[src/rtl/bus_arbiter_if.sv]
// Signal bundle between the pipeline requesters, the arbiter and the Wishbone-style memory port.
// modport master: arbiter view (it masters the memory bus and answers the requesters).
// modport slave:  environment view (requesters plus memory slave).
interface bus_arbiter_if #(
    parameter int unsigned AW = 32,
    parameter int unsigned DW = 32
);
    // Fetch requester
    logic          i_req;
    logic [AW-1:0] i_addr;
    logic [DW-1:0] i_rdata;
    logic          i_ack;
    logic          i_err;
    // Data requester
    logic          d_req;
    logic          d_we;
    logic [3:0]    d_sel;
    logic [AW-1:0] d_addr;
    logic [DW-1:0] d_wdata;
    logic [DW-1:0] d_rdata;
    logic          d_ack;
    logic          d_err;
    // Pipeline control
    logic          flush;
    logic          stallreq_if;
    logic          stallreq_mem;
    // Memory bus
    logic          m_cyc_o;
    logic          m_stb_o;
    logic          m_we_o;
    logic [3:0]    m_sel_o;
    logic [AW-1:0] m_adr_o;
    logic [DW-1:0] m_dat_o;
    logic [DW-1:0] m_dat_i;
    logic          m_ack_i;

    modport master (
        input  i_req, i_addr, d_req, d_we, d_sel, d_addr, d_wdata, flush, m_dat_i, m_ack_i,
        output i_rdata, i_ack, i_err, d_rdata, d_ack, d_err, stallreq_if, stallreq_mem,
               m_cyc_o, m_stb_o, m_we_o, m_sel_o, m_adr_o, m_dat_o
    );

    modport slave (
        output i_req, i_addr, d_req, d_we, d_sel, d_addr, d_wdata, flush, m_dat_i, m_ack_i,
        input  i_rdata, i_ack, i_err, d_rdata, d_ack, d_err, stallreq_if, stallreq_mem,
               m_cyc_o, m_stb_o, m_we_o, m_sel_o, m_adr_o, m_dat_o
    );
endinterface

[src/rtl/bus_arbiter.sv]
// Two-master arbiter: shares one Wishbone-style port between fetch and data requesters.
// Optional macro ROUND_ROBIN_EN: alternate grants on contention instead of data-over-fetch.
module bus_arbiter #(
    parameter int unsigned AW             = 32,
    parameter int unsigned DW             = 32,
    parameter int unsigned TIMEOUT_CYCLES = 255
) (
    input  logic          clk,
    input  logic          rst,
    bus_arbiter_if.master bus
);
    localparam int unsigned CW = $clog2(TIMEOUT_CYCLES + 1);

    typedef enum logic [1:0] {StIdle, StBusy, StDrain} state_e;

    state_e        r_state, w_state_nxt;
    logic          r_owner, w_owner_nxt;   // 0 = fetch, 1 = data
    logic [CW-1:0] r_cnt, w_cnt_nxt;
    logic          r_cyc, w_cyc_nxt;
    logic          r_we, w_we_nxt;
    logic [3:0]    r_sel, w_sel_nxt;
    logic [AW-1:0] r_adr, w_adr_nxt;
    logic [DW-1:0] r_dat, w_dat_nxt;
    logic [DW-1:0] r_i_rdata, w_i_rdata_nxt;
    logic [DW-1:0] r_d_rdata, w_d_rdata_nxt;
    logic          r_i_ack, w_i_ack_nxt;
    logic          r_i_err, w_i_err_nxt;
    logic          r_d_ack, w_d_ack_nxt;
    logic          r_d_err, w_d_err_nxt;
`ifdef ROUND_ROBIN_EN
    logic          r_last, w_last_nxt;     // last grant: 0 = fetch, 1 = data
`endif

    logic          w_i_req;
    logic          w_d_req;
    logic          w_grant_d;
    logic          w_timeout;
    logic [CW-1:0] w_cnt_inc;

    // Next-state, bus attribute and response logic
    always_comb begin
        w_state_nxt   = r_state;
        w_owner_nxt   = r_owner;
        w_cnt_nxt     = r_cnt;
        w_cyc_nxt     = r_cyc;
        w_we_nxt      = r_we;
        w_sel_nxt     = r_sel;
        w_adr_nxt     = r_adr;
        w_dat_nxt     = r_dat;
        w_i_rdata_nxt = r_i_rdata;
        w_d_rdata_nxt = r_d_rdata;
        w_i_ack_nxt   = 1'b0;
        w_i_err_nxt   = 1'b0;
        w_d_ack_nxt   = 1'b0;
        w_d_err_nxt   = 1'b0;
`ifdef ROUND_ROBIN_EN
        w_last_nxt    = r_last;
`endif
        // A requester still holding req during its own response pulse is not re-granted.
        w_i_req = bus.i_req & ~r_i_ack & ~r_i_err;
        w_d_req = bus.d_req & ~r_d_ack & ~r_d_err;
`ifdef ROUND_ROBIN_EN
        w_grant_d = w_d_req & (~w_i_req | ~r_last);
`else
        w_grant_d = w_d_req;
`endif
        w_timeout = (r_cnt == CW'(TIMEOUT_CYCLES - 1));
        w_cnt_inc = (r_cnt == CW'(TIMEOUT_CYCLES)) ? r_cnt : r_cnt + CW'(1);

        unique case (r_state)
            StIdle: begin
                if (!bus.flush && (w_i_req || w_d_req)) begin
                    w_state_nxt = StBusy;
                    w_owner_nxt = w_grant_d;
                    w_cnt_nxt   = '0;
                    w_cyc_nxt   = 1'b1;
`ifdef ROUND_ROBIN_EN
                    w_last_nxt  = w_grant_d;
`endif
                    if (w_grant_d) begin
                        w_we_nxt  = bus.d_we;
                        w_sel_nxt = bus.d_sel;
                        w_adr_nxt = bus.d_addr;
                        w_dat_nxt = bus.d_wdata;
                    end else begin
                        w_we_nxt  = 1'b0;
                        w_sel_nxt = 4'hF;
                        w_adr_nxt = bus.i_addr;
                        w_dat_nxt = '0;
                    end
                end
            end
            StBusy: begin
                if (bus.m_ack_i) begin
                    w_cyc_nxt   = 1'b0;
                    w_state_nxt = StIdle;
                    if (!bus.flush) begin
                        if (r_owner) begin
                            w_d_ack_nxt   = 1'b1;
                            w_d_rdata_nxt = bus.m_dat_i;
                        end else begin
                            w_i_ack_nxt   = 1'b1;
                            w_i_rdata_nxt = bus.m_dat_i;
                        end
                    end
                end else begin
                    w_cnt_nxt = w_cnt_inc;
                    if (w_timeout) begin
                        w_cyc_nxt   = 1'b0;
                        w_state_nxt = StIdle;
                        // A flush in the same cycle discards the error too.
                        if (!bus.flush) begin
                            w_d_err_nxt = r_owner;
                            w_i_err_nxt = ~r_owner;
                        end
                    end else if (bus.flush) begin
                        w_state_nxt = StDrain;
                    end
                end
            end
            StDrain: begin
                if (bus.m_ack_i) begin
                    w_cyc_nxt   = 1'b0;
                    w_state_nxt = StIdle;
                end else begin
                    w_cnt_nxt = w_cnt_inc;
                    if (w_timeout) begin
                        w_cyc_nxt   = 1'b0;
                        w_state_nxt = StIdle;
                    end
                end
            end
            default: begin
                w_cyc_nxt   = 1'b0;
                w_state_nxt = StIdle;
            end
        endcase
    end

    // State and datapath registers, asynchronously cleared
    always_ff @(posedge clk or negedge rst) begin
        if (!rst) begin
            r_state   <= StIdle;
            r_owner   <= 1'b0;
            r_cnt     <= '0;
            r_cyc     <= 1'b0;
            r_we      <= 1'b0;
            r_sel     <= '0;
            r_adr     <= '0;
            r_dat     <= '0;
            r_i_rdata <= '0;
            r_d_rdata <= '0;
            r_i_ack   <= 1'b0;
            r_i_err   <= 1'b0;
            r_d_ack   <= 1'b0;
            r_d_err   <= 1'b0;
`ifdef ROUND_ROBIN_EN
            r_last    <= 1'b0;
`endif
        end else begin
            r_state   <= w_state_nxt;
            r_owner   <= w_owner_nxt;
            r_cnt     <= w_cnt_nxt;
            r_cyc     <= w_cyc_nxt;
            r_we      <= w_we_nxt;
            r_sel     <= w_sel_nxt;
            r_adr     <= w_adr_nxt;
            r_dat     <= w_dat_nxt;
            r_i_rdata <= w_i_rdata_nxt;
            r_d_rdata <= w_d_rdata_nxt;
            r_i_ack   <= w_i_ack_nxt;
            r_i_err   <= w_i_err_nxt;
            r_d_ack   <= w_d_ack_nxt;
            r_d_err   <= w_d_err_nxt;
`ifdef ROUND_ROBIN_EN
            r_last    <= w_last_nxt;
`endif
        end
    end

    assign bus.m_cyc_o      = r_cyc;
    assign bus.m_stb_o      = r_cyc;
    assign bus.m_we_o       = r_we;
    assign bus.m_sel_o      = r_sel;
    assign bus.m_adr_o      = r_adr;
    assign bus.m_dat_o      = r_dat;
    assign bus.i_rdata      = r_i_rdata;
    assign bus.d_rdata      = r_d_rdata;
    assign bus.i_ack        = r_i_ack;
    assign bus.i_err        = r_i_err;
    assign bus.d_ack        = r_d_ack;
    assign bus.d_err        = r_d_err;
    assign bus.stallreq_if  = bus.i_req & ~r_i_ack & ~r_i_err;
    assign bus.stallreq_mem = bus.d_req & ~r_d_ack & ~r_d_err;
endmodule

[src/flat_wrapper.sv]
// flat-port wrapper written by rule: the top's interface ports become plain ports
module bus_arbiter_flat 
#(
    parameter int unsigned AW             = 32,
    parameter int unsigned DW             = 32,
    parameter int unsigned TIMEOUT_CYCLES = 255
)
  (clk, rst, bus_i_req, bus_i_addr, bus_d_req, bus_d_we, bus_d_sel, bus_d_addr, bus_d_wdata, bus_flush, bus_m_dat_i, bus_m_ack_i, bus_i_rdata, bus_i_ack, bus_i_err, bus_d_rdata, bus_d_ack, bus_d_err, bus_stallreq_if, bus_stallreq_mem, bus_m_cyc_o, bus_m_stb_o, bus_m_we_o, bus_m_sel_o, bus_m_adr_o, bus_m_dat_o);
  bus_arbiter_if #(.AW(AW), .DW(DW)) bus_i ();
  input  logic clk;
  input  logic rst;
  input wire logic [$bits(bus_i.i_req)-1:0] bus_i_req;
  input wire logic [$bits(bus_i.i_addr)-1:0] bus_i_addr;
  input wire logic [$bits(bus_i.d_req)-1:0] bus_d_req;
  input wire logic [$bits(bus_i.d_we)-1:0] bus_d_we;
  input wire logic [$bits(bus_i.d_sel)-1:0] bus_d_sel;
  input wire logic [$bits(bus_i.d_addr)-1:0] bus_d_addr;
  input wire logic [$bits(bus_i.d_wdata)-1:0] bus_d_wdata;
  input wire logic [$bits(bus_i.flush)-1:0] bus_flush;
  input wire logic [$bits(bus_i.m_dat_i)-1:0] bus_m_dat_i;
  input wire logic [$bits(bus_i.m_ack_i)-1:0] bus_m_ack_i;
  output wire logic [$bits(bus_i.i_rdata)-1:0] bus_i_rdata;
  output wire logic [$bits(bus_i.i_ack)-1:0] bus_i_ack;
  output wire logic [$bits(bus_i.i_err)-1:0] bus_i_err;
  output wire logic [$bits(bus_i.d_rdata)-1:0] bus_d_rdata;
  output wire logic [$bits(bus_i.d_ack)-1:0] bus_d_ack;
  output wire logic [$bits(bus_i.d_err)-1:0] bus_d_err;
  output wire logic [$bits(bus_i.stallreq_if)-1:0] bus_stallreq_if;
  output wire logic [$bits(bus_i.stallreq_mem)-1:0] bus_stallreq_mem;
  output wire logic [$bits(bus_i.m_cyc_o)-1:0] bus_m_cyc_o;
  output wire logic [$bits(bus_i.m_stb_o)-1:0] bus_m_stb_o;
  output wire logic [$bits(bus_i.m_we_o)-1:0] bus_m_we_o;
  output wire logic [$bits(bus_i.m_sel_o)-1:0] bus_m_sel_o;
  output wire logic [$bits(bus_i.m_adr_o)-1:0] bus_m_adr_o;
  output wire logic [$bits(bus_i.m_dat_o)-1:0] bus_m_dat_o;
  assign bus_i.i_req = bus_i_req;
  assign bus_i.i_addr = bus_i_addr;
  assign bus_i.d_req = bus_d_req;
  assign bus_i.d_we = bus_d_we;
  assign bus_i.d_sel = bus_d_sel;
  assign bus_i.d_addr = bus_d_addr;
  assign bus_i.d_wdata = bus_d_wdata;
  assign bus_i.flush = bus_flush;
  assign bus_i.m_dat_i = bus_m_dat_i;
  assign bus_i.m_ack_i = bus_m_ack_i;
  assign bus_i_rdata = bus_i.i_rdata;
  assign bus_i_ack = bus_i.i_ack;
  assign bus_i_err = bus_i.i_err;
  assign bus_d_rdata = bus_i.d_rdata;
  assign bus_d_ack = bus_i.d_ack;
  assign bus_d_err = bus_i.d_err;
  assign bus_stallreq_if = bus_i.stallreq_if;
  assign bus_stallreq_mem = bus_i.stallreq_mem;
  assign bus_m_cyc_o = bus_i.m_cyc_o;
  assign bus_m_stb_o = bus_i.m_stb_o;
  assign bus_m_we_o = bus_i.m_we_o;
  assign bus_m_sel_o = bus_i.m_sel_o;
  assign bus_m_adr_o = bus_i.m_adr_o;
  assign bus_m_dat_o = bus_i.m_dat_o;
  bus_arbiter #(.AW(AW), .DW(DW), .TIMEOUT_CYCLES(TIMEOUT_CYCLES)) u_core (.clk(clk), .rst(rst), .bus(bus_i));
endmodule
[config.mk]
export PLATFORM = sky130hd
export DESIGN_NAME = bus_arbiter_flat
export DESIGN_NICKNAME = d
export VERILOG_FILES = /design/src/rtl/bus_arbiter_if.sv /design/src/rtl/bus_arbiter.sv /design/src/flat_wrapper.sv
export SDC_FILE = /design/constraint.sdc
export NUM_CORES = 1
export LEC_CHECK = 0
export ABC_AREA = 1
export BUFFER_PORTS_ARGS = -buffer_cell sky130_fd_sc_hd__buf_2
export CAP_MARGIN = 10
export CORE_MARGIN = 2
export CORE_UTILIZATION = 35
export CTS_BUF_LIST = sky130_fd_sc_hd__clkbuf_8
export DETAILED_ROUTE_END_ITERATION = 8
export GPL_ROUTABILITY_DRIVEN = 0
export PLACE_DENSITY_LB_ADDON = 0.2
export SLEW_MARGIN = 25
export SYNTH_ARGS = -nofsm -noshare
export SYNTH_HDL_FRONTEND = slang
export SYNTH_SLANG_ARGS = --single-unit
[constraint.sdc]
create_clock -name clk -period 1.9 [get_ports clk]
set_input_delay 0.285 -clock clk [delete_from_list [all_inputs] [get_ports clk]]
set_output_delay 0.285 -clock clk [all_outputs]
set_load 0.005 [all_outputs]
==> results_dict.tcl, run 1 <==
set metrics [dict create \
    asyncSetResetFlopFracSynth 1.000 \
    cts-buffers-inserted 17 \
    grt_first_pass_wirelength_um 26470 \
    yosys.cell_types.count 29 \
    mapped_cells 697 \
    antenna_cells 0 \
    ys.flop_type "dfrtp_1" \
    maximum_clock_skew_at_final_layout_ns 0.01525 \
    cellPowerDensity_nw_per_um2 1360 \
    result_of_the_run "finished clean" \
    critical_path_required_ns 1.62 \
    design.die.area_um2 19460 \
    total_leakage_power_nw 4.547 \
    ir_drop_v 0.0006383 \
    max-clock-path-buffers 2 \
    ctsHtreeMaxLevel 4 \
    grt_use_total 0.1703 \
    vias_per_cell 4.467 \
    antenna_found_initial 1 \
    period_minus_slack_ns 1.746 \
    total_power_mw 11.52 \
    die-height_um 139.5 \
    worst_slew_margin_rel 0.7267 \
    postSynthAreaPerCell_um2 9.218 \
    drt_pass1_iterations 4 \
    clkSinkCount 149 \
    cts_tree "done" \
    first_global_vias 5059 \
    root_buffer "clkbuf_8" \
    worst_setup_hold_path_clk_slew_ns 0.09 \
    maxCapViolCount 0 \
    critical_path_arrival_ns 1.46 \
    grt_max_degree 101 \
    path_delay_family "buffers and inverters" \
    yosysSeqAreaShare 0.5803 \
    cp_max_fo 27 \
    area_delta_synth_final_pct 31.78 \
    final_net_count 1118 \
    rsz0062_at_grt "no" \
    layout.cells.most_common "buf_2" \
    hold_path.class "input port to flop" \
    port_buffers 279 \
    cp.buffers_inverters 3 \
    edff_count_synth 0 \
    syn_area_um2 6425 \
    synth_largest_type_area_fraction 0.5803 \
    mappedNetlistNets 841 \
    row_count 49 \
    drc 0 \
    drive_above_1_share 0.3799 \
    timing.setup.critical_path_class "flop to output pin" \
    core_area_um2 17960 \
    final_number_of_max_transition_violations 0 \
    layout_worst_path_cycle_share 0.9191 \
    max_stage_delay_ns 0.39 \
    io_pins 280 \
    most_frequent_cells_in_the_layout "buf_2, nand2_1, dfrtp_1" \
    hold_viol_final 0 \
    post-dp-hpwl_um 11980 \
    via_count 5432 \
    seq_cells_post_synth 149 \
    worstMarginPinSlew_ns 0.4057 \
    crit_slowest_cell "dfrtp_1" \
    cp-start-kind "flop" \
    initial_core_util 0.3577 \
    clock.fmax_mhz 572.6 \
    yosys_warnings 0 \
    synthDominantAreaCellType "dfrtp_1" \
    post_drt_wl_per_cell_um 13.63 \
    top_area_cells_in_the_synthesized_netlist "dfrtp_1, nand2_1, o21ai_0, o21ai_1, inv_1" \
    worst_setup_path_end_kind "output pin" \
    r2r_slack_ns 0.27 \
    tns_ns 0 \
    clk_latency_ns 0.45 \
    global_route.overflow_total 0 \
    chipWidth_um 139.5 \
    number_of_setup_violations_in_the_final_report 0 \
    drt_iter0_drc 240 \
    postRouteAntennaNets 0 \
    cp_cell_sequence "nand3b_4, clkinv_8, buf_12, buf_2" \
    final_wl_um 16570 \
]
-- cells in the mapped netlist, drive strengths merged, types with 4 or more instances --
cell and instances:
buf 31, clkbuf 10, dfrtp 149, ha 5, inv 53, nand2 206, nand3 12, nor2 11
nor3 4, o21ai 177, or2 34
-- through the flow --
| stage | hold slack, ns | setup slack, ns | cell area [um2] | std cells | util |
|---|---|---|---|---|---|
| final | 0.07786 | 0.1537 | 8467 | 1216 | 0.4713 |
| after global routing | 0.04982 | 0.05672 | 8467 | 1216 | 0.4713 |
| after CTS | 0.04218 | 0.008117 | 8439 | 1213 | 0.4698 |
| after detailed placement | 0.2175 | 0.2510 | 8031 | 1179 | 0.4471 |
| after global placement | 0.2142 | 0.3056 | 8031 | 1179 | 0.4471 |
| after floorplan | -0.01059 | 0.3824 | 6425 | 697 | - |
-- repair_timing --
action                                  4_1_cts  5_1_grt
pin swaps                                     0        1
resized for setup                             3        1
endpoints found under the hold margin        31        0
hold buffers                                  1        0
gates cloned                                  1        0
endpoints found under the setup margin        1        1
setup buffers                                 0        3
-- layer usage --
layer  wire (um)  track usage  up-vias  part of all wire
met5          13            0        -           0.00078
met4         223      0.05157        2             0.013
met3        1412      0.05712       19             0.085
met2        7434       0.2624      200              0.45
met1        7484       0.2293     2421              0.45
li1            -            -     2790                 -
-- final cells by class --
| cell class | instances | area, um2 |
|---|---|---|
| Clock buffer | 17 | 234.0 |
| Clock inverter | 15 | 123.9 |
| Fill cell | 1814 | 9497 |
| Inverter | 53 | 211.5 |
| Multi-Input combinational cell | 454 | 2227 |
| Sequential cell | 149 | 3729 |
| Tap cell | 229 | 286.5 |
| Timing Repair Buffer | 299 | 1655 |
-- final timing paths --
path	startpoint	to	cells after the start
min in group asynchronous	rst	u_core.bus.i_rdata[3]	2
max in group asynchronous	rst	u_core.bus.d_rdata[26]	3
max	u_core.bus.d_ack	bus_stallreq_mem	4
min	bus_d_wdata[20]	u_core.bus.m_dat_o[20]	3
min reg2reg	u_core.bus.i_rdata[15]	u_core.bus.i_rdata[15]	2
max reg2reg	u_core.r_state[1]	u_core.bus.i_rdata[26]	8
-- cell families (layout without fill, tap and decap cells) --
group / count (synthesis) / count (layout) / share of synthesized area
xor gates and xnor gates: 1 / 1 / 0.001363
AOI/OAI and AO/OA: 179 / 179 / 0.1525
adders and majority gates: 5 / 5 / 0.009737
buffers and inverters: 94 / 384 / 0.07420
and+or+nand+nor: 269 / 269 / 0.1819
DFF: 149 / 149 / 0.5803
-- registers in the layout (all words and copies together), names as in the netlist --
register and count:
u_core.bus.d_ack 1, u_core.bus.d_err 1, u_core.bus.d_rdata 32, u_core.bus.i_ack 1, u_core.bus.i_err 1, u_core.bus.i_rdata 32
u_core.bus.m_adr_o 32, u_core.bus.m_cyc_o 1, u_core.bus.m_dat_o 32, u_core.bus.m_sel_o 4, u_core.bus.m_we_o 1, u_core.r_cnt 8
u_core.r_owner 1, u_core.r_state 2
-- worst min-delay path: cells and delay by family --
kind            cells  cell delay (ns)
compound gates      1             0.06
simple gates        1             0.05
buf+inv             1             0.10
-- where the power goes --
group	internal (mW)	total [mW]	switching, mW
logic	1.88	4.05	2.17
clock network	0.937	2.25	1.31
registers	4.50	5.22	0.721
total	7.32	11.5	4.20
(Power assumes the default switching activity.)
==> inputs of run 2 (changes only) <==
--- a/config.mk
+++ b/config.mk
@@ -13,7 +13,7 @@
 export CTS_BUF_LIST = sky130_fd_sc_hd__clkbuf_8
 export DETAILED_ROUTE_END_ITERATION = 8
 export GPL_ROUTABILITY_DRIVEN = 0
-export PLACE_DENSITY_LB_ADDON = 0.2
+export PLACE_DENSITY_LB_ADDON = 0.08
 export SLEW_MARGIN = 25
 export SYNTH_ARGS = -nofsm -noshare
 export SYNTH_HDL_FRONTEND = slang
==> constraint.sdc (replaced) <==
create_clock -name clk -period 2.2 [get_ports clk]
set_input_delay 0.33 -clock clk [delete_from_list [all_inputs] [get_ports clk]]
set_output_delay 0.33 -clock clk [all_outputs]
set_load 0.005 [all_outputs]
==> run 2 against run 1 <==
Against the previous run: global-route usage increased by 1.3 points; largest cell class unchanged; worst hold slack improved by 0.057 ns; combinational power decreased by 14%; critical path type unchanged; final area decreased by 0.83%.
==> results_dict.tcl, run 2 (same netlist as run 1, synthesis figures left out) <==
set metrics [dict create \
    cts_hold_buffers 1 \
    root_buffer "clkbuf_8" \
    hold_viol_final 0 \
    path_delay_family "buffers and inverters" \
    critical_path_required_ns 1.87 \
    via_count 5382 \
    post_drt_wl_per_cell_um 14.63 \
    ctsHtreeMaxLevel 4 \
    drc 0 \
    timing.setup.critical_path_class "flop to output pin" \
    final_number_of_max_transition_violations 0 \
    placement.setup.worst_slack_ns 0.2290 \
    num-fill-cells 1841 \
    final_wl_um 17710 \
    ir_drop_v 0.0005906 \
    number_of_setup_violations_in_the_final_report 0 \
    m1WireLength_um 7911 \
    vias_per_cell 4.444 \
    cp_cell_sequence "inv_1, nand3b_4, inv_2, buf_2" \
    antenna_found_initial 2 \
    worstMarginPinSlew_ns 0.9572 \
    result_of_the_run "finished clean" \
    max-clock-path-buffers 2 \
    cts-buffers-inserted 17 \
    chipWidth_um 139.5 \
    clkSinkCount 149 \
    cts_repair_resize_count 0 \
    regArea_um2 3729 \
    io_pins 280 \
    initial_core_util 0.3577 \
    total_leakage_power_nw 4.503 \
    drive_above_1_share 0.3755 \
    met3WireLength_um 1554 \
    rsz0062_at_grt "no" \
    die-height_um 139.5 \
    worst_slew_margin_rel 0.3609 \
    period_minus_slack_ns 1.965 \
    setup_ws_ns 0.2348 \
    global_route.overflow_total 0 \
    grt_max_degree 141 \
    core_area_um2 17960 \
    row_count 49 \
    critical_path_arrival_ns 1.64 \
    maxCapViolCount 0 \
    wl_met2_um 8001 \
    grt_first_pass_wirelength_um 28100 \
    clock.fmax_mhz 508.9 \
    cp.buffers_inverters 3 \
    grt_use_total 0.1830 \
    cp_max_fo 16 \
    area_delta_synth_final_pct 30.69 \
    worst_setup_path_end_kind "output pin" \
    first_global_vias 5161 \
    cts_setup_buffers 0 \
    port_buffers 279 \
    routed.top_layer "met4" \
    clk_latency_ns 0.43 \
    cellPowerDensity_nw_per_um2 1195 \
    maximum_clock_skew_at_final_layout_ns 0.008271 \
    design.die.area_um2 19460 \
    tns_ns 0 \
    crit_slowest_cell "dfrtp_1" \
    most_frequent_cells_in_the_layout "buf_2, nand2_1, dfrtp_1" \
    cts_tree "done" \
    drt_iter0_drc 232 \
    hold_path.class "input port to flop" \
    worst_setup_hold_path_clk_slew_ns 0.09 \
    post-dp-hpwl_um 12590 \
    postRouteAntennaNets 0 \
    drt_pass1_iterations 4 \
    multiInputGateArea_um2 2227 \
    final_net_count 1111 \
    cp-start-kind "flop" \
    max_stage_delay_ns 0.38 \
    layout.cells.most_common "buf_2" \
    layout_worst_path_cycle_share 0.8933 \
]
## run 2: worst register-to-register path, stage by stage (launching register included)
cell     delay [ns]
dfrtp_1        0.38
inv_1          0.07
ha_1           0.23
nand2_1        0.13
nor3_2         0.06
inv_2          0.68
o21ai_0        0.21
## run 2: path summary, 6_finish.rpt
check	from	endpoint	slack [ns]	cells after the start
worst max-delay path	u_core.bus.d_err	bus_stallreq_mem	0.23	4
worst min-delay path	bus_d_wdata[28]	u_core.bus.m_dat_o[28]	0.13	3
worst max register to register	u_core.r_state[1]	u_core.bus.i_rdata[12]	0.28	6
worst min register to register	u_core.bus.d_rdata[12]	u_core.bus.d_rdata[12]	0.48	2
max in group asynchronous	rst	u_core.bus.i_ack	1.18	3
min in group asynchronous	rst	u_core.bus.m_dat_o[9]	0.41	2
## run 2: per-stage QoR
stage / hold WS (ns) / cell area (um2) / util / power, mW / cells
after floorplan: 0.03441 / 6425 / - / 6.344 / 697
after global placement: 0.3182 / 7996 / 0.4451 / 8.037 / 1176
after detailed placement: 0.3148 / 7996 / 0.4451 / 8.086 / 1176
after CTS: 0.09120 / 8392 / 0.4672 / 10.21 / 1209
after global routing: 0.08535 / 8394 / 0.4673 / 10.89 / 1210
final: 0.1349 / 8397 / 0.4674 / 10.03 / 1211
## run 2: cell type report
type / count / share of cell area
sequential: 149 / 0.4440
multi-input combinational: 454 / 0.2652
timing repair buffer: 292 / 0.1864
tap: 229 / 0.03412
clock buffer: 19 / 0.03114
inverter: 53 / 0.02369
clock inverter: 13 / 0.01475
antenna: 2 / 0.0005960
## run 2: metal layers
metal | track usage | up-vias
li1 | - | 2765
met1 | 0.2382 | 2413
met2 | 0.2848 | 191
met3 | 0.07123 | 13
met4 | 0.05263 | 0
met5 | 0 | -
## run 2: report_power, final
group	leakage (nW)	switching [mW]	internal [mW]
logic	2.41	1.90	1.57
registers	1.90	0.598	3.89
clock network	0.194	1.11	0.968
==> inputs of run 3 (changes only) <==
--- a/config.mk
+++ b/config.mk
@@ -13,7 +13,7 @@
 export CTS_BUF_LIST = sky130_fd_sc_hd__clkbuf_8
 export DETAILED_ROUTE_END_ITERATION = 8
 export GPL_ROUTABILITY_DRIVEN = 0
-export PLACE_DENSITY_LB_ADDON = 0.08
+export PLACE_DENSITY_LB_ADDON = 0.12
 export SLEW_MARGIN = 25
 export SYNTH_ARGS = -nofsm -noshare
 export SYNTH_HDL_FRONTEND = slang
==> run 3 against run 2 <==
Against the previous run: cell count stayed put; worst hold slack worse by 0.014 ns; setup slack worse by 0.071 ns; non-clock buffer count is 1 higher; critical endpoint unchanged; largest cell class unchanged.
==> results_dict.tcl, run 3 (same netlist as run 1, synthesis figures left out) <==
set metrics [dict create \
    drt_pass1_iterations 4 \
    ir_drop_v 0.0005117 \
    worstReg2RegEnd "u_core.bus.d_rdata[13]" \
    total_leakage_power_nw 4.516 \
    via_count 5445 \
    post_drt_wl_per_cell_um 13.99 \
    worst_setup_hold_path_clk_slew_ns 0.09 \
    core_area_um2 17960 \
    die-height_um 139.5 \
    hold_viol_final 0 \
    min_delay_worst_endpoint "u_core.bus.m_dat_o[22]" \
    r2r-start "u_core.r_state[1]" \
    clkSinkCount 149 \
    final_net_count 1112 \
    max_stage_delay_ns 0.38 \
    most_frequent_cells_in_the_layout "buf_2, nand2_1, dfrtp_1" \
    max-clock-path-buffers 2 \
    maximum_clock_skew_at_final_layout_ns 0.009469 \
    row_count 49 \
    hold_path_cell_cnt 3 \
    antenna_found_initial 1 \
    period_minus_slack_ns 2.036 \
    layout.cells.most_common "buf_2" \
    drive_above_1_share 0.3772 \
    cp_cell_sequence "inv_1, nand3b_4, buf_4, inv_2, buf_2" \
    post-dp-hpwl_um 12240 \
    result_of_the_run "finished clean" \
    area_delta_synth_final_pct 31.28 \
    worst_slew_margin_rel 0.4868 \
    worst_setup_path_end_kind "output pin" \
    worstMarginPinSlew_ns 0.7698 \
    crit_slowest_cell "dfrtp_1" \
    cp.buffers_inverters 4 \
    ctsHtreeMaxLevel 4 \
    cts_tree "done" \
    critical_path_required_ns 1.87 \
    final_number_of_max_transition_violations 0 \
    root_buffer "clkbuf_8" \
    cp-start-kind "flop" \
    clk_latency_ns 0.45 \
    chipWidth_um 139.5 \
    critical_path_arrival_ns 1.71 \
    number_of_setup_violations_in_the_final_report 0 \
    grt_use_total 0.1785 \
    final_wl_um 16940 \
    vias_per_cell 4.496 \
    postRouteAntennaNets 0 \
    cellPowerDensity_nw_per_um2 1195 \
    num-fill-cells 1820 \
    total_power_mw 10.08 \
    reg2regPathDepth 8 \
    first_global_vias 5357 \
    design.die.area_um2 19460 \
    drc 0 \
    rsz0062_at_grt "no" \
    timing.hold.worst.start "bus_d_wdata[22]" \
    maxCapViolCount 0 \
    r2r_slack_ns 0.37 \
    timing.setup.critical_path_class "flop to output pin" \
    port_buffers 279 \
    grt_first_pass_wirelength_um 27720 \
    hold_path.class "input port to flop" \
    tns_ns 0 \
    path_delay_family "buffers and inverters" \
    cts-buffers-inserted 17 \
    initial_core_util 0.3577 \
    drt_iter0_drc 210 \
    cp_max_fo 38 \
    io_pins 280 \
    clock.fmax_mhz 491.1 \
    grt_max_degree 65 \
    global_route.overflow_total 0 \
    layout_worst_path_cycle_share 0.9256 \
]
run 3: changes by cell type in the layout (fill, tap and decap cells not counted), sizes merged:
| cell | previous run | this run |
|---|---|---|
| buf | 291 | 292 |
| clkbuf | 19 | 17 |
| clkinv | 6 | 4 |
| clkinvlp | 2 | 3 |
| diode | 2 | 1 |
| inv | 57 | 60 |
run 3: timing repair:
item                                   in CTS  in global routing
resized for setup                           0                  0
setup buffers                               0                  0
endpoints found under the hold margin      42                  0
setup endpoints to repair                   0                  0
hold buffers                                1                  0
run 3: per-layer routing:
| metal | vias up | wire (um) | track usage |
|---|---|---|---|
| met1 | 2460 | 7625 | 0.2340 |
| met4 | 0 | 270 | 0.05795 |
| met5 | - | 0 | 0 |
| met2 | 192 | 7684 | 0.2802 |
| li1 | 2773 | - | - |
| met3 | 20 | 1362 | 0.05953 |
run 3: layout make-up:
type                    count  area (um2)  area share
multi-input cells         454        2227      0.2641
flip-flops and latches    149        3729      0.4421
well taps                 229       286.5     0.03397
inverters                  53       198.9     0.02359
repair buffers            293        1610      0.1909
diodes                      1       2.502   0.0002967
clock inverters            15       146.4     0.01736
clock buffers              17       234.0     0.02774
run 3: worst reg2reg max path, delay by kind of cell (launching register included):
family	cells	cell delay (ns)
AOI/OAI and AO/OA	1	0.09
adders and majority gates	1	0.22
buffers and inverters	3	0.67
DFF	1	0.37
and+or+nand+nor	3	0.40
run 3: metrics by stage:
stage          hold WS, ns  worst slack, ns  area (um2)  instances    util
2_1_floorplan      0.03441           0.6824        6425        697       -
3_5_place_dp        0.3008           0.3895        8041       1177  0.4477
6_report            0.1206           0.1638        8434       1211  0.4695
5_1_grt            0.08791          0.01119        8434       1211  0.4695
4_1_cts            0.08421           0.1194        8432       1210  0.4694
3_3_place_gp        0.3060           0.4190        8041       1177  0.4477
run 3: worst max path at each step:
stage                                 start                     end  slack (ns)  cells after the start
final                      u_core.bus.d_err        bus_stallreq_mem        0.16                      5
after global routing       u_core.bus.d_err        bus_stallreq_mem        0.01                      5
after CTS                  u_core.bus.d_err        bus_stallreq_mem        0.12                      5
after detailed placement  u_core.r_state[1]  u_core.bus.d_rdata[13]        0.39                      8
after global placement     u_core.bus.i_err  u_core.bus.m_adr_o[17]        0.42                      6
after floorplan           u_core.r_state[0]         u_core.r_cnt[5]        0.68                     11
run 3: where the power goes:
| part | switching, mW | internal, mW | leakage [nW] |
|---|---|---|---|
| logic | 1.90 | 1.63 | 2.43 |
| clock network | 1.13 | 0.924 | 0.188 |
| registers | 0.599 | 3.89 | 1.90 |
| total | 3.64 | 6.44 | 4.52 |
